==> src/rtl/bg_mem_arbiter.sv <==
// Single-port background BRAM arbiter: display reads always win inside the map window,
// and the tile-erase engine writes only while the display is outside it.
module bg_mem_arbiter #(
  parameter int unsigned ROW_W    = 320,
  parameter int unsigned ROW_H    = 170,
  parameter int unsigned V_OFFSET = 30,
  parameter int unsigned TILE     = 4,
  parameter int unsigned DATA_W   = 12
) (
  input  logic              clk,
  input  logic              rst,
  input  logic [9:0]        h_cnt,
  input  logic [9:0]        v_cnt,
  input  logic              disp_valid,
  input  logic              erase_req,
  input  logic [8:0]        erase_x,
  input  logic [7:0]        erase_y,
  input  logic [DATA_W-1:0] erase_color,
  output logic              erase_ack,
  output logic              erase_busy,
  output logic              erase_done,
  output logic [15:0]       mem_addr,
  output logic              mem_we,
  output logic [DATA_W-1:0] mem_din
);

  localparam int unsigned   CntW    = (TILE > 1) ? $clog2(TILE) : 1;
  localparam logic [CntW-1:0] CntLast = CntW'(TILE - 1);
  localparam logic [9:0]    HMax    = 10'd640;
  localparam logic [9:0]    WinVLo  = 10'(V_OFFSET);
  localparam logic [9:0]    WinVHi  = 10'(V_OFFSET + 2 * ROW_H);
  localparam logic [16:0]   RowW    = 17'(ROW_W);
  localparam logic [16:0]   RowH    = 17'(ROW_H);

  typedef enum logic [1:0] {StIdle, StWait, StWrite, StDone} state_e;

  state_e              state_q, state_d;
  logic [8:0]          x_q, x_d;
  logic [7:0]          y_q, y_d;
  logic [DATA_W-1:0]   color_q, color_d;
  logic [CntW-1:0]     i_q, i_d, j_q, j_d;
  logic                ack_q, ack_d;
  logic [15:0]         addr_q, addr_d;
  logic                we_q, we_d;
  logic [DATA_W-1:0]   din_q, din_d;

  logic                win;
  logic [9:0]          v_rel;
  logic [15:0]         rd_addr;
  logic [16:0]         px, py;
  logic [15:0]         wr_addr;

  assign win     = disp_valid && (h_cnt < HMax) && (v_cnt >= WinVLo) && (v_cnt < WinVHi);
  assign v_rel   = v_cnt - WinVLo;
  assign rd_addr = 16'(17'(h_cnt >> 1) + RowW * 17'(v_rel >> 1));

  // Pixel coordinates kept 17 bits wide so clipped positions compare correctly.
  assign px      = 17'(x_q) + 17'(i_q);
  assign py      = 17'(y_q) + 17'(j_q);
  assign wr_addr = 16'(px + RowW * py);

  always_comb begin
    state_d = state_q;
    x_d     = x_q;
    y_d     = y_q;
    color_d = color_q;
    i_d     = i_q;
    j_d     = j_q;
    ack_d   = 1'b0;
    addr_d  = 16'd0;
    we_d    = 1'b0;
    din_d   = din_q;

    if (win) begin
      addr_d = rd_addr;
    end

    unique case (state_q)
      StIdle: begin
        if (erase_req) begin
          x_d     = erase_x;
          y_d     = erase_y;
          color_d = erase_color;
          i_d     = '0;
          j_d     = '0;
          ack_d   = 1'b1;
          state_d = StWait;
        end
      end
      StWait: begin
        if (!win) state_d = StWrite;
      end
      StWrite: begin
        // A read in the window preempts the pending pixel; counters hold for the retry.
        if (win) begin
          state_d = StWait;
        end else begin
          addr_d = wr_addr;
          din_d  = color_q;
          we_d   = (px < RowW) && (py < RowH);
          if (i_q == CntLast) begin
            i_d = '0;
            if (j_q == CntLast) begin
              j_d     = '0;
              state_d = StDone;
            end else begin
              j_d = j_q + 1'b1;
            end
          end else begin
            i_d = i_q + 1'b1;
          end
        end
      end
      StDone: state_d = StIdle;
      default: state_d = StIdle;
    endcase
  end

  always_ff @(posedge clk) begin
    if (rst) begin
      state_q <= StIdle;
      x_q     <= '0;
      y_q     <= '0;
      color_q <= '0;
      i_q     <= '0;
      j_q     <= '0;
      ack_q   <= 1'b0;
      addr_q  <= '0;
      we_q    <= 1'b0;
      din_q   <= '0;
    end else begin
      state_q <= state_d;
      x_q     <= x_d;
      y_q     <= y_d;
      color_q <= color_d;
      i_q     <= i_d;
      j_q     <= j_d;
      ack_q   <= ack_d;
      addr_q  <= addr_d;
      we_q    <= we_d;
      din_q   <= din_d;
    end
  end

  assign erase_ack  = ack_q;
  assign erase_busy = (state_q == StWait) || (state_q == StWrite);
  assign erase_done = (state_q == StDone);
  assign mem_addr   = addr_q;
  assign mem_we     = we_q;
  assign mem_din    = din_q;

endmodule

==> config.mk <==
export PLATFORM = sky130hd
export DESIGN_NAME = bg_mem_arbiter
export DESIGN_NICKNAME = d
export VERILOG_FILES = /design/src/rtl/bg_mem_arbiter.sv
export SDC_FILE = /design/constraint.sdc
export NUM_CORES = 1
export LEC_CHECK = 0
export ABC_AREA = 1
export BUFFER_PORTS_ARGS = -buffer_cell sky130_fd_sc_hd__buf_2
export CAP_MARGIN = 20
export CORE_ASPECT_RATIO = 0.5
export CORE_MARGIN = 5
export CORE_UTILIZATION = 45
export CTS_CLUSTER_DIAMETER = 100
export DETAILED_ROUTE_END_ITERATION = 6
export HOLD_SLACK_MARGIN = 0.06
export PLACE_DENSITY = 0.66
export SYNTH_ARGS = -nofsm -noshare
export SYNTH_HDL_FRONTEND = slang
export SYNTH_SLANG_ARGS = --single-unit
==> constraint.sdc <==
create_clock -name clk -period 7.99 [get_ports clk]
set_clock_uncertainty 0.1 [all_clocks]
set_input_delay 1.598 -clock clk [delete_from_list [all_inputs] [get_ports clk]]
set_output_delay 1.598 -clock clk [all_outputs]
set_load 0.01 [all_outputs]
# ---- Yosys cells after proc, flatten, opt, wreduce, memory -nomap -nowiden
# Index checks and enable logic that the tools add are counted.
dict set report word_totals {
  ff_bits 65
  in_bits 53
  out_inout_bits 32
  elab_cells 70
}
dict set report op_classes {
  n_addsub 7
  n_mul 2
  magnitude_cmp 5
  eq_ne 11
  muxes 18
  bitwise 3
  reduce_logical 14
}
# op n
set ops {}
lappend ops {{$mux 16} 3}
lappend ops {{$mux 2} 11}
lappend ops {{$lt 10x9->1 const B} 2}
lappend ops {{$mul 3x9->10 const A} 2}
lappend ops {{$add 10x16->16} 1}
lappend ops {{$add 9x16->16} 1}
lappend ops {{$add 9x2->10} 1}
lappend ops {{$ge 10x5->1 const B} 1}
lappend ops {{$lt 10x10->1 const B} 1}
lappend ops {{$sub 10x5->10 const B} 1}
lappend ops {{$add 8x2->9} 1}
lappend ops {{$lt 9x8->1 const B} 1}
lappend ops {{$eq 2x2->1 const B} 4}
lappend ops {{$ne 2x2->1 const B} 4}
lappend ops {{$pmux 2 s2} 2}
lappend ops {{$pmux 2 s4} 1}
lappend ops {{$reduce_and 4->1} 2}
lappend ops {{$ne 3x3->1 const B} 2}
lappend ops {{$add 2x1->2 const B} 2}
lappend ops {{$logic_and 1x1->1} 4}
lappend ops {{$reduce_and 2->1} 2}
lappend ops {{$not 1->1} 3}
lappend ops {{$reduce_and 3->1} 1}
lappend ops {{$reduce_or 3->1} 1}
lappend ops {{6 further kinds} 6}

# ---- Depth between registers and ports, before layout
# Gate-level depths: netlist of run 1.
dict set report depth {
  depth_word 7
  mapped_depth 22
  mapped_depth_nobuf 22
}

# ---- Least setup slack after synthesis of run 1
# No wires, ideal clock.
dict set report synth_path {
  path_kind {in2reg}
  start {in v_cnt[1]}
  end {reg addr_q[15], in the netlist mem_addr[15]}
  setup_time_ns 0.113
  arrival_ns 3.673
  required_ns 7.777
  path_slack_ns 4.104
  path_stages 14
  path_buffers 0
  path_cell_list {ha_1 > nand3_1 > xor2_1 > ha_1 > inv_1 > fa_1 > xnor2_1 > nand4_1 > nor2_1 > nand3_1 > inv_1 > nand2_1 > nand3_1 > nand2_1}
}
dict set report synth_via {
  elab_chain_cells 6
  elab_cells_between_ends 10
  cone_classes {add/sub (2); mul (1); order compare (2); mux (3); reduce/logical (2)}
}
# element line_no
set synth_rtl {}
lappend synth_rtl {{start: declaration} 13} ;# input logic [9:0] v_cnt,
lappend synth_rtl {{$sub 10x5->10 or $ge 10x5->1 (tied branches)} {54, 53}}
lappend synth_rtl {{$mul 3x9->10 or $logic_and 1x1->1 (tied branches)} {55, 53}}
lappend synth_rtl {{$add 9x16->16 or $logic_and 1x1->1 (tied branches)} {55, 53}}
lappend synth_rtl {{$mux 16} 74} ;# if (win) begin
lappend synth_rtl {{$mux 16} 95} ;# if (win) begin
lappend synth_rtl {{$mux 16 *} 78} ;# unique case (state_q)
lappend synth_rtl {{end signal: assignment} 139} ;# addr_q <= addr_d;
lappend synth_rtl {{end: declaration} 43} ;# logic [15:0] addr_q, addr_d;
# Every way passes the cells marked *; elsewhere a longest branch is shown, timed or not.
# A chain may end at the register's enable or synchronous reset.

# ---- Worst setup path after layout of run 1
# Ends and elaborated chain as after synthesis.

==> flow_metrics.env, run 1 <==
export IMPL_status="completed"
export IMPL_fill_cells=953
export IMPL_dieArea_um2=11700
export IMPL_clock_latency_ns=0.33
export IMPL_ant_nets=0
export IMPL_fmax_mhz=246
export IMPL_final_common_cell="nand2_1"
export IMPL_worst_pin_slew_ns=0.506
export IMPL_fin_crit_sh=0.509
export IMPL_rows=25
export IMPL_synth_largest_area_cell="dfxtp_1"
export IMPL_hold_path_class="register to register"
export IMPL_period_minus_slack_ns=4.07
export IMPL_grt_overflow_total=0
export IMPL_syn_num_nets=706
export IMPL_first_iter_violations=187
export IMPL_avgRoutedWirePerCell_um=12.0
export IMPL_cts_setup_buffers=0
export IMPL_end_kind="register"
export IMPL_initial_core_util=0.458
export IMPL_fin_nets=787
export IMPL_worst_endpoint_required_ns=8.11
export IMPL_clk_pin_slew_worst_paths_ns=0.05
export IMPL_diodes=0
export IMPL_post_cts_resized=0
export IMPL_htreeDepth=3
export IMPL_power_density_nw_per_um2=278
export IMPL_final_hold_viol_count=0
export IMPL_placed_area_um2=4780
export IMPL_port_buffers=83
export IMPL_netlist_instances=608
export IMPL_fin_tns_setup_ns=0
export IMPL_p_leak_nw=2.56
export IMPL_final_cell_mix="nand2_1 (101), nor2_1 (95), buf_2 (83)"
export IMPL_synth_enable_flop_cells=0
export IMPL_pin_count=85
export IMPL_ir_drop_v=0.000132
export IMPL_die_h_um=79.0
export IMPL_path_max_fanout=5
export IMPL_track_usage=0.175
export IMPL_yosys_area_top_type_share=0.304
export IMPL_first_global_vias=3628
export IMPL_worst_hold_slack_ns=0.373
export IMPL_antenna_found_initial=2
export IMPL_synth_area_per_cell_um2=7.04
export IMPL_num_vias=4021
export IMPL_drv_cap=0
export IMPL_path_class="input pin to register"
export IMPL_final_seq_area_um2=1300
export IMPL_final_area_um2=5080
export IMPL_root_buffer="clkbuf_16"
export IMPL_cts_sinks=65
export IMPL_drive_above_1_share=0.169
export IMPL_r2r_slack_ns=4.59
export IMPL_synthArstFlopShare=0
export IMPL_grt_setup_unrepaired="no"
export IMPL_cts_tree="built"
export IMPL_cts_hold_fix_buffers=0
export IMPL_grt_max_degree=48
export IMPL_place_detailed_hpwl_um=7570
export IMPL_ys_seq_area_frac=0.304
export IMPL_chipWidth_um=148
export IMPL_setup_viol=0
export IMPL_synth_seq_cells=65
export IMPL_maxSlewViolCount=0
export IMPL_core_area_um2=9350
export IMPL_grt_pass1_wl_um=16600
export IMPL_synthFlopType="dfxtp_1"
export IMPL_relSlewSlack=0.662
export IMPL_dr_pass1_iters=4
export IMPL_wirelength_um=9810
export IMPL_synthTopCellsByArea="dfxtp_1 (30%), ha_1 (11%), nand2_1 (8.9%), nor2_1 (8.3%), o21ai_0 (6.9%)"
export IMPL_start_kind="input pin"
export IMPL_area_growth_syn_to_layout_pct=18.7
export IMPL_drc=0
export IMPL_clock_path_buffers=2
export IMPL_via_per_inst=4.93
export IMPL_netlist_area_um2=4280
export IMPL_cp_data_arrival_time_ns=4.19
export IMPL_numCtsBuffers=9
export IMPL_gp_congestion=0.823
export IMPL_yosys_warnings=0
export IMPL_multi_input_area_um2=2590
export IMPL_synth_cell_types=41
per-layer routing:
layer	up-vias	wire (um)	GRT usage
met5	-	14	0
met4	4	91	0.0442
met3	12	585	0.0576
met2	88	4090	0.272
met1	1761	5030	0.235
li1	2156	-	-
report_power, final:
group | internal [mW] | switching, mW | leakage, nW
combinational | 0.211 | 0.354 | 1.88
clock | 0.244 | 0.157 | 0.143
sequential | 0.399 | 0.0453 | 0.533
total | 0.854 | 0.556 | 2.56
flip-flops by register name (all words and copies together), names as in the netlist, 2 cells and up:
name,flops
color_q,12
i_q,2
j_q,2
mem_addr,16
mem_din,12
state_q,2
x_q,9
y_q,8
area by class of cell:
cell class / instances / area share
multi-input cells: 450 / 0.511
well taps: 121 / 0.0298
inverters: 78 / 0.0591
repair buffers: 85 / 0.0847
clock buffers: 9 / 0.0443
flip-flops and latches: 65 / 0.256
clock inverters: 7 / 0.0150
worst max-delay path, stage by stage:
cell and delay [ns]:
buf_2 0.12, ha_1 0.21, nand3_1 0.17, xor2_1 0.20, ha_1 0.32, inv_1 0.06
fa_1 0.45, xnor2_1 0.30, nand4_1 0.19, nor2_1 0.21, nand3_1 0.12, inv_1 0.06
nand2_1 0.04, nand3_1 0.09, nand2_1 0.05
final timing paths:
kind                            depth (start not counted)                       end                      from
worst min-delay path                                    2  color_q[10]$_SDFFE_PP0P_  color_q[10]$_SDFFE_PP0P_
worst min register to register                          2  color_q[10]$_SDFFE_PP0P_  color_q[10]$_SDFFE_PP0P_
worst max register to register                         17   mem_addr[15]$_SDFF_PP0_       j_q[0]$_SDFFE_PP0P_
worst max-delay path                                   15   mem_addr[15]$_SDFF_PP0_                  v_cnt[1]
through the flow:
stage          power (mW)  utilization  std cells  worst slack, ns
5_1_grt              1.53        0.543        815             3.67
6_report             1.41        0.543        815             3.92
3_5_place_dp         1.01        0.511        799             3.62
4_1_cts              1.42        0.543        815             3.95
2_1_floorplan       0.878            -        608             4.10
3_3_place_gp         1.00        0.511        799             3.71
cell usage after synthesis (2+ instances only):
cell type / number
a21oi_1: 35
buf_6: 3
clkbuf_1: 10
dfxtp_1: 65
fa_1: 6
ha_1: 39
inv_1: 73
inv_2: 2
nand2_1: 101
nand2_2: 2
nand3_1: 48
nand3b_1: 5
nand4_1: 16
nor2_1: 95
nor2_2: 2
o211ai_1: 3
o21ai_0: 59
o22ai_1: 2
xnor2_1: 8
xor2_1: 13
cell families (layout without fill, tap and decap cells):
group,Yosys count,count (layout),synth area share
AO/OA/AOI/OAI,105,105,0.128
XOR/XNOR,22,22,0.0468
adder cells (fa/ha/maj),45,45,0.142
buffers and inverters,93,179,0.0897
flip-flops,65,65,0.304
AND/OR/NAND/NOR,278,278,0.289
Note: power is estimated with default switching activity, not from simulation.
==> run 2: changes to the inputs <==
--- a/config.mk
+++ b/config.mk
@@ -5,7 +5,7 @@
 export SDC_FILE = /design/constraint.sdc
 export NUM_CORES = 1
 export LEC_CHECK = 0
-export ABC_AREA = 1
+export ABC_AREA = 0
 export BUFFER_PORTS_ARGS = -buffer_cell sky130_fd_sc_hd__buf_2
 export CAP_MARGIN = 20
 export CORE_ASPECT_RATIO = 0.5
@@ -14,7 +14,7 @@
 export CTS_CLUSTER_DIAMETER = 100
 export DETAILED_ROUTE_END_ITERATION = 6
 export HOLD_SLACK_MARGIN = 0.06
-export PLACE_DENSITY = 0.66
+export PLACE_DENSITY = 0.67
 export SYNTH_ARGS = -nofsm -noshare
 export SYNTH_HDL_FRONTEND = slang
 export SYNTH_SLANG_ARGS = --single-unit
==> constraint.sdc (replaced) <==
create_clock -name clk -period 3.9 [get_ports clk]
set_clock_uncertainty 0.1 [all_clocks]
set_input_delay 0.78 -clock clk [delete_from_list [all_inputs] [get_ports clk]]
set_output_delay 0.78 -clock clk [all_outputs]
set_load 0.01 [all_outputs]
==> run 2 against run 1 <==
  * Register-to-register slack got worse by 4.3 ns
  * Via count fell by 9.7%
  * Wire length fell by 3.0%
  * Combinational power rose by 48%
  * Global-route usage fell by 0.22 points
  * Count of clock-buffer cells in the layout rose by 2
  * First-iteration DRC count fell by 34%
  * Utilization rose by 1.3 points
  * Setup slack got worse by 3.6 ns
  * Die area fell by 3.2%
  * Area after synthesis fell by 3.6%
==> flow_metrics.env, run 2 <==
export IMPL_cp_data_arrival_time_ns=3.68
export IMPL_diodes=0
export IMPL_clk_pin_slew_worst_paths_ns=0.06
export IMPL_core_area_um2=8830
export IMPL_maxSlewViolCount=0
export IMPL_power_density_nw_per_um2=492
export IMPL_crit_buf_inv=1
export IMPL_r2r_slack_ns=0.32
export IMPL_start_kind="register"
export IMPL_synthFlopType="dfxtp_1"
export IMPL_yosysMostFrequentCell="nand2_1"
export IMPL_chipWidth_um=145
export IMPL_rows=24
export IMPL_status="completed"
export IMPL_synthArstFlopShare=0
export IMPL_end_kind="register"
export IMPL_worst_endpoint_required_ns=4.01
export IMPL_relSlewSlack=0.313
export IMPL_syn_num_nets=608
export IMPL_rr_worst_depth=15
export IMPL_die_h_um=77.7
export IMPL_final_hold_viol_count=0
export IMPL_initial_core_util=0.468
export IMPL_track_usage=0.172
export IMPL_clock_path_buffers=2
export IMPL_timing_rr_start="j_q[0]$_SDFFE_PP0P_"
export IMPL_yosys_area_top_type_share=0.315
export IMPL_synth_area_per_cell_um2=8.09
export IMPL_cts_sinks=65
export IMPL_ys_seq_area_frac=0.315
export IMPL_fin_crit_sh=0.918
export IMPL_wirelength_um=9510
export IMPL_synth_enable_flop_cells=0
export IMPL_fin_tns_setup_ns=0
export IMPL_worstHoldStart="mem_din[4]$_SDFFE_PP0P_"
export IMPL_fmax_mhz=279
export IMPL_synth_largest_area_cell="dfxtp_1"
export IMPL_drv_cap=0
export IMPL_netlist_area_um2=4130
export IMPL_netlist_instances=510
export IMPL_grt_overflow_total=0
export IMPL_cp_slowest_stage_delay_ns=0.45
export IMPL_rr_endpoint="mem_addr[15]$_SDFF_PP0_"
export IMPL_place_inst=691
export IMPL_path_max_fanout=5
export IMPL_synth_cell_types=49
export IMPL_first_iter_violations=123
export IMPL_dr_pass1_iters=4
export IMPL_hold_depth=2
export IMPL_slowest_stage="fa_1"
export IMPL_clock_latency_ns=0.33
export IMPL_root_buffer="clkbuf_16"
export IMPL_num_vias=3630
export IMPL_place_detailed_hpwl_um=7090
export IMPL_port_buffers=83
export IMPL_pin_count=85
export IMPL_whs_endpoint="mem_din[4]$_SDFFE_PP0P_"
export IMPL_setup_viol=0
export IMPL_ant_nets=0
export IMPL_crit_path_cell_trace="ha_1 > fa_1 > and2_1 > nand2b_1 > o21ai_0 > xor2_1 > inv_1 > ha_1 > a21o_1 > a21oi_1 > xnor2_1 > o211ai_1 > nor3b_1 > xnor2_1 > o22ai_1"
export IMPL_gp_congestion=0.851
export IMPL_synth_top_cells_by_count="nand2_1 (90), dfxtp_1 (65), a21oi_1 (55)"
export IMPL_via_per_inst=5.13
export IMPL_avgRoutedWirePerCell_um=13.4
export IMPL_post_cts_resized=0
export IMPL_antenna_found_initial=0
export IMPL_synth_seq_cells=65
export IMPL_drc=0
export IMPL_ir_drop_v=0.000254
export IMPL_worst_pin_slew_ns=1.03
export IMPL_yosys_warnings=0
export IMPL_htreeDepth=3
export IMPL_cts_hold_fix_buffers=0
export IMPL_numCtsBuffers=9
export IMPL_dieArea_um2=11300
export IMPL_p_leak_nw=2.16
export IMPL_cts_tree="built"
export IMPL_path_class="register to register"
export IMPL_synthTopCellsByArea="dfxtp_1 (32%), ha_1 (12%), nand2_1 (8.2%), a21oi_1 (6.7%), xnor2_1 (6.2%)"
export IMPL_area_growth_syn_to_layout_pct=18.9
export IMPL_crit_family="adder cells"
export IMPL_drive_above_1_share=0.184
export IMPL_final_instance_count_excl_fill=708
export IMPL_cts_setup_buffers=0
export IMPL_period_minus_slack_ns=3.58
export IMPL_final_cell_mix="nand2_1 (90), buf_2 (83), dfxtp_1 (65)"
export IMPL_grt_pass1_wl_um=16400
export IMPL_largest_register_ffs=16
export IMPL_fin_nets=684
export IMPL_first_global_vias=3580
export IMPL_final_common_cell="nand2_1"
export IMPL_grt_max_degree=46
export IMPL_hold_path_class="register to register"
export IMPL_grt_setup_unrepaired="no"
run 2: kinds of logic (layout without fill, tap and decap cells):
logic type               after synthesis  in the layout  share of synthesized area
AND/OR/NAND/NOR                      188            188                      0.211
flip-flops                            65             65                      0.315
XOR/XNOR                              49             49                      0.104
buffers and inverters                 42            123                     0.0412
AO/OA/AOI/OAI                        115            115                      0.166
multiplexers                           6              6                     0.0152
adder cells (fa/ha/maj)               45             45                      0.147
run 2: where the power goes:
group,switching (mW),internal (mW)
sequential,0.0814,0.755
combinational,0.481,0.357
clock,0.306,0.435
run 2: layer usage:
layer  wire (um)  GRT usage
met5           0          0
met4         104     0.0521
met2        4400      0.289
met1        4520      0.217
met3         483     0.0518
run 2: worst min-delay path: cells and delay by family (launching register included):
family	cells	cell delay, ns
flops	1	0.30
simple gates	1	0.05
compound gates	1	0.05
run 2: worst max path at each step:
stage	endpoint	startpoint	cells past startpoint
final	mem_addr[15]$_SDFF_PP0_	j_q[0]$_SDFFE_PP0P_	15
after global routing	mem_addr[15]$_SDFF_PP0_	j_q[0]$_SDFFE_PP0P_	15
after CTS	mem_addr[15]$_SDFF_PP0_	j_q[0]$_SDFFE_PP0P_	15
after detailed placement	mem_addr[15]$_SDFF_PP0_	v_cnt[1]	13
after global placement	mem_addr[15]$_SDFF_PP0_	v_cnt[1]	13
after floorplan	mem_addr[15]$_SDFF_PP0_	j_q[0]$_SDFFE_PP0P_	15
run 2: area by class of cell:
cell class / instances / area, um2
Clock buffer: 11 / 233
Clock inverter: 5 / 38.8
Fill cell: 887 / 3920
Inverter: 19 / 71.3
Multi-Input combinational cell: 403 / 2660
Sequential cell: 65 / 1300
Tap cell: 117 / 146
Timing Repair Buffer: 88 / 460
run 2: through the flow:
| stage | setup WS (ns) | area, um2 | hold WS (ns) | utilization | total power [mW] |
|---|---|---|---|---|---|
| 2_1_floorplan | 0.664 | 4130 | 0.337 | - | 1.47 |
| 5_1_grt | 0.0152 | 4910 | 0.365 | 0.556 | 2.59 |
| 3_3_place_gp | 0.343 | 4620 | 0.342 | 0.523 | 1.66 |
| 3_5_place_dp | 0.343 | 4620 | 0.344 | 0.523 | 1.67 |
| 6_report | 0.322 | 4910 | 0.349 | 0.556 | 2.41 |
| 4_1_cts | 0.306 | 4890 | 0.352 | 0.554 | 2.43 |
==> run 3: changes to the inputs <==
--- a/config.mk
+++ b/config.mk
@@ -10,11 +10,11 @@
 export CAP_MARGIN = 20
 export CORE_ASPECT_RATIO = 0.5
 export CORE_MARGIN = 5
-export CORE_UTILIZATION = 45
+export CORE_UTILIZATION = 55
 export CTS_CLUSTER_DIAMETER = 100
 export DETAILED_ROUTE_END_ITERATION = 6
 export HOLD_SLACK_MARGIN = 0.06
-export PLACE_DENSITY = 0.67
+export PLACE_DENSITY = 0.79
 export SYNTH_ARGS = -nofsm -noshare
 export SYNTH_HDL_FRONTEND = slang
 export SYNTH_SLANG_ARGS = --single-unit
==> run 3 against run 2 <==
  * Combinational power is 0.8% higher
  * Sequential share of layout area fell by 0.081 points
  * Count of clock-buffer cells in the layout unchanged
  * Critical path type unchanged
  * Highest routed layer unchanged
==> flow_metrics.env, run 3 (synthesis gave the netlist of run 2 again) <==
export IMPL_crit_path_start="j_q[0]$_SDFFE_PP0P_"
export IMPL_setup_viol=0
export IMPL_worstHoldStart="mem_din[6]$_SDFFE_PP0P_"
export IMPL_pin_count=85
export IMPL_final_common_cell="nand2_1"
export IMPL_fin_tns_setup_ns=0
export IMPL_intPower_mw=1.64
export IMPL_timing_rr_start="j_q[0]$_SDFFE_PP0P_"
export IMPL_ant_nets=0
export IMPL_cts_sinks=65
export IMPL_drive_above_1_share=0.188
export IMPL_first_iter_violations=215
export IMPL_root_buffer="clkbuf_16"
export IMPL_seq_power_share=0.332
export IMPL_rr_worst_depth=15
export IMPL_multi_input_area_um2=2660
export IMPL_clock_latency_ns=0.33
export IMPL_power_switching_uw=874
export IMPL_dieArea_um2=9440
export IMPL_r2r_slack_ns=0.37
export IMPL_rr_endpoint="mem_addr[15]$_SDFF_PP0_"
export IMPL_clk_pin_slew_worst_paths_ns=0.06
export IMPL_grt_pass1_wl_um=15900
export IMPL_place_detailed_hpwl_um=7080
export IMPL_numCtsBuffers=9
export IMPL_initial_core_util=0.564
export IMPL_start_kind="register"
export IMPL_maxSlewViolCount=0
export IMPL_fin_nets=684
export IMPL_grt_overflow_total=0
export IMPL_p_clk_frac=0.333
export IMPL_track_usage=0.204
export IMPL_fin_crit_sh=0.906
export IMPL_drc=0
export IMPL_first_global_vias=3578
export IMPL_area_growth_syn_to_layout_pct=19.2
export IMPL_status="completed"
export IMPL_ir_drop_v=0.000289
export IMPL_worst_endpoint_required_ns=4.02
export IMPL_core_area_um2=7320
export IMPL_dp_slack_ns=0.346
export IMPL_combPwrFrac=0.335
export IMPL_whs_endpoint="mem_din[6]$_SDFFE_PP0P_"
export IMPL_path_class="register to register"
export IMPL_cts_tree="built"
export IMPL_chipWidth_um=133
export IMPL_fmax_mhz=283
export IMPL_p_leak_nw=2.18
export IMPL_grt_max_degree=32
export IMPL_cp_data_arrival_time_ns=3.65
export IMPL_post_cts_resized=0
export IMPL_diodes=0
export IMPL_worst_pin_slew_ns=1.03
export IMPL_relSlewSlack=0.310
export IMPL_grt_setup_unrepaired="no"
export IMPL_hold_depth=2
export IMPL_gp_congestion=0.839
export IMPL_end_kind="register"
export IMPL_hold_path_class="register to register"
export IMPL_drv_cap=0
export IMPL_period_minus_slack_ns=3.53
export IMPL_rows=22
export IMPL_clock_path_buffers=2
export IMPL_die_h_um=71.3
export IMPL_switching_share=0.347
export IMPL_htreeDepth=3
export IMPL_final_cell_mix="nand2_1 (90), buf_2 (83), dfxtp_1 (65)"
export IMPL_via_per_inst=5.32
export IMPL_fill_cells=646
export IMPL_final_hold_viol_count=0
export IMPL_final_seq_area_um2=1300
export IMPL_port_buffers=83
export IMPL_largest_register_ffs=16
export IMPL_avgRoutedWirePerCell_um=13.8
export IMPL_dr_pass1_iters=4
export IMPL_wirelength_um=9450
export IMPL_cts_setup_buffers=0
export IMPL_timing_final_ws_setup_ns=0.367
export IMPL_cts_hold_fix_buffers=0
export IMPL_path_max_fanout=5
export IMPL_antenna_found_initial=0
export IMPL_power_density_nw_per_um2=512
export IMPL_num_vias=3655
-- run 3: cell types whose count changed in the layout (fill, tap and decap cells not counted) --
cell and delta:
clkbuf_8 +2, clkinv_4 -1, clkbuf_1 -2, bufinv_16 +1
-- run 3: critical path, stage by stage (launching register included) --
cell,delay [ns]
dfxtp_1,0.33
ha_1,0.22
fa_1,0.45
and2_1,0.23
nand2b_1,0.08
o21ai_0,0.10
xor2_1,0.28
inv_1,0.08
ha_1,0.32
a21o_1,0.18
a21oi_1,0.17
xnor2_1,0.21
o211ai_1,0.18
nor3b_1,0.25
xnor2_1,0.15
o22ai_1,0.09
-- run 3: layer usage --
layer | global-route usage | up-vias | routed length (um)
met5 | 0 | - | 0
met4 | 0.0565 | 0 | 97
met3 | 0.0603 | 10 | 411
met2 | 0.355 | 59 | 4550
met1 | 0.250 | 1691 | 4390
li1 | - | 1895 | -
-- run 3: worst max path at each step --
| stage | slack (ns) | to |
|---|---|---|
| after floorplan | 0.66 | mem_addr[15]$_SDFF_PP0_ |
| after global placement | 0.36 | mem_addr[15]$_SDFF_PP0_ |
| after detailed placement | 0.35 | mem_addr[15]$_SDFF_PP0_ |
| after CTS | 0.35 | mem_addr[15]$_SDFF_PP0_ |
| after global routing | 0.09 | mem_addr[15]$_SDFF_PP0_ |
| final | 0.37 | mem_addr[15]$_SDFF_PP0_ |
-- run 3: final cells by class --
cell class,count,area share
well taps,96,0.0244
repair buffers,88,0.0935
clock buffers,11,0.0513
inverters,19,0.0145
flip-flops and latches,65,0.264
multi-input cells,403,0.540
clock inverters,5,0.0122
-- run 3: metrics by stage --
stage | cells | total power, mW | hold slack, ns | area, um2 | utilization
3_3_place_gp | 670 | 1.65 | 0.340 | 4590 | 0.627
6_report | 687 | 2.52 | 0.353 | 4920 | 0.672
3_5_place_dp | 670 | 1.68 | 0.344 | 4590 | 0.627
2_1_floorplan | 510 | 1.47 | 0.337 | 4130 | -
4_1_cts | 686 | 2.52 | 0.352 | 4910 | 0.670
5_1_grt | 687 | 2.68 | 0.372 | 4920 | 0.672
-- run 3: power by group through the flow --
stage | Clock (mW) | Sequential, mW | Combinational [mW]
3_5_place_dp | 0 | 0.847 | 0.830
2_1_floorplan | 0 | 0.829 | 0.643
5_1_grt | 0.881 | 0.851 | 0.950
6_report | 0.838 | 0.836 | 0.844
4_1_cts | 0.849 | 0.835 | 0.840
3_3_place_gp | 0 | 0.843 | 0.809
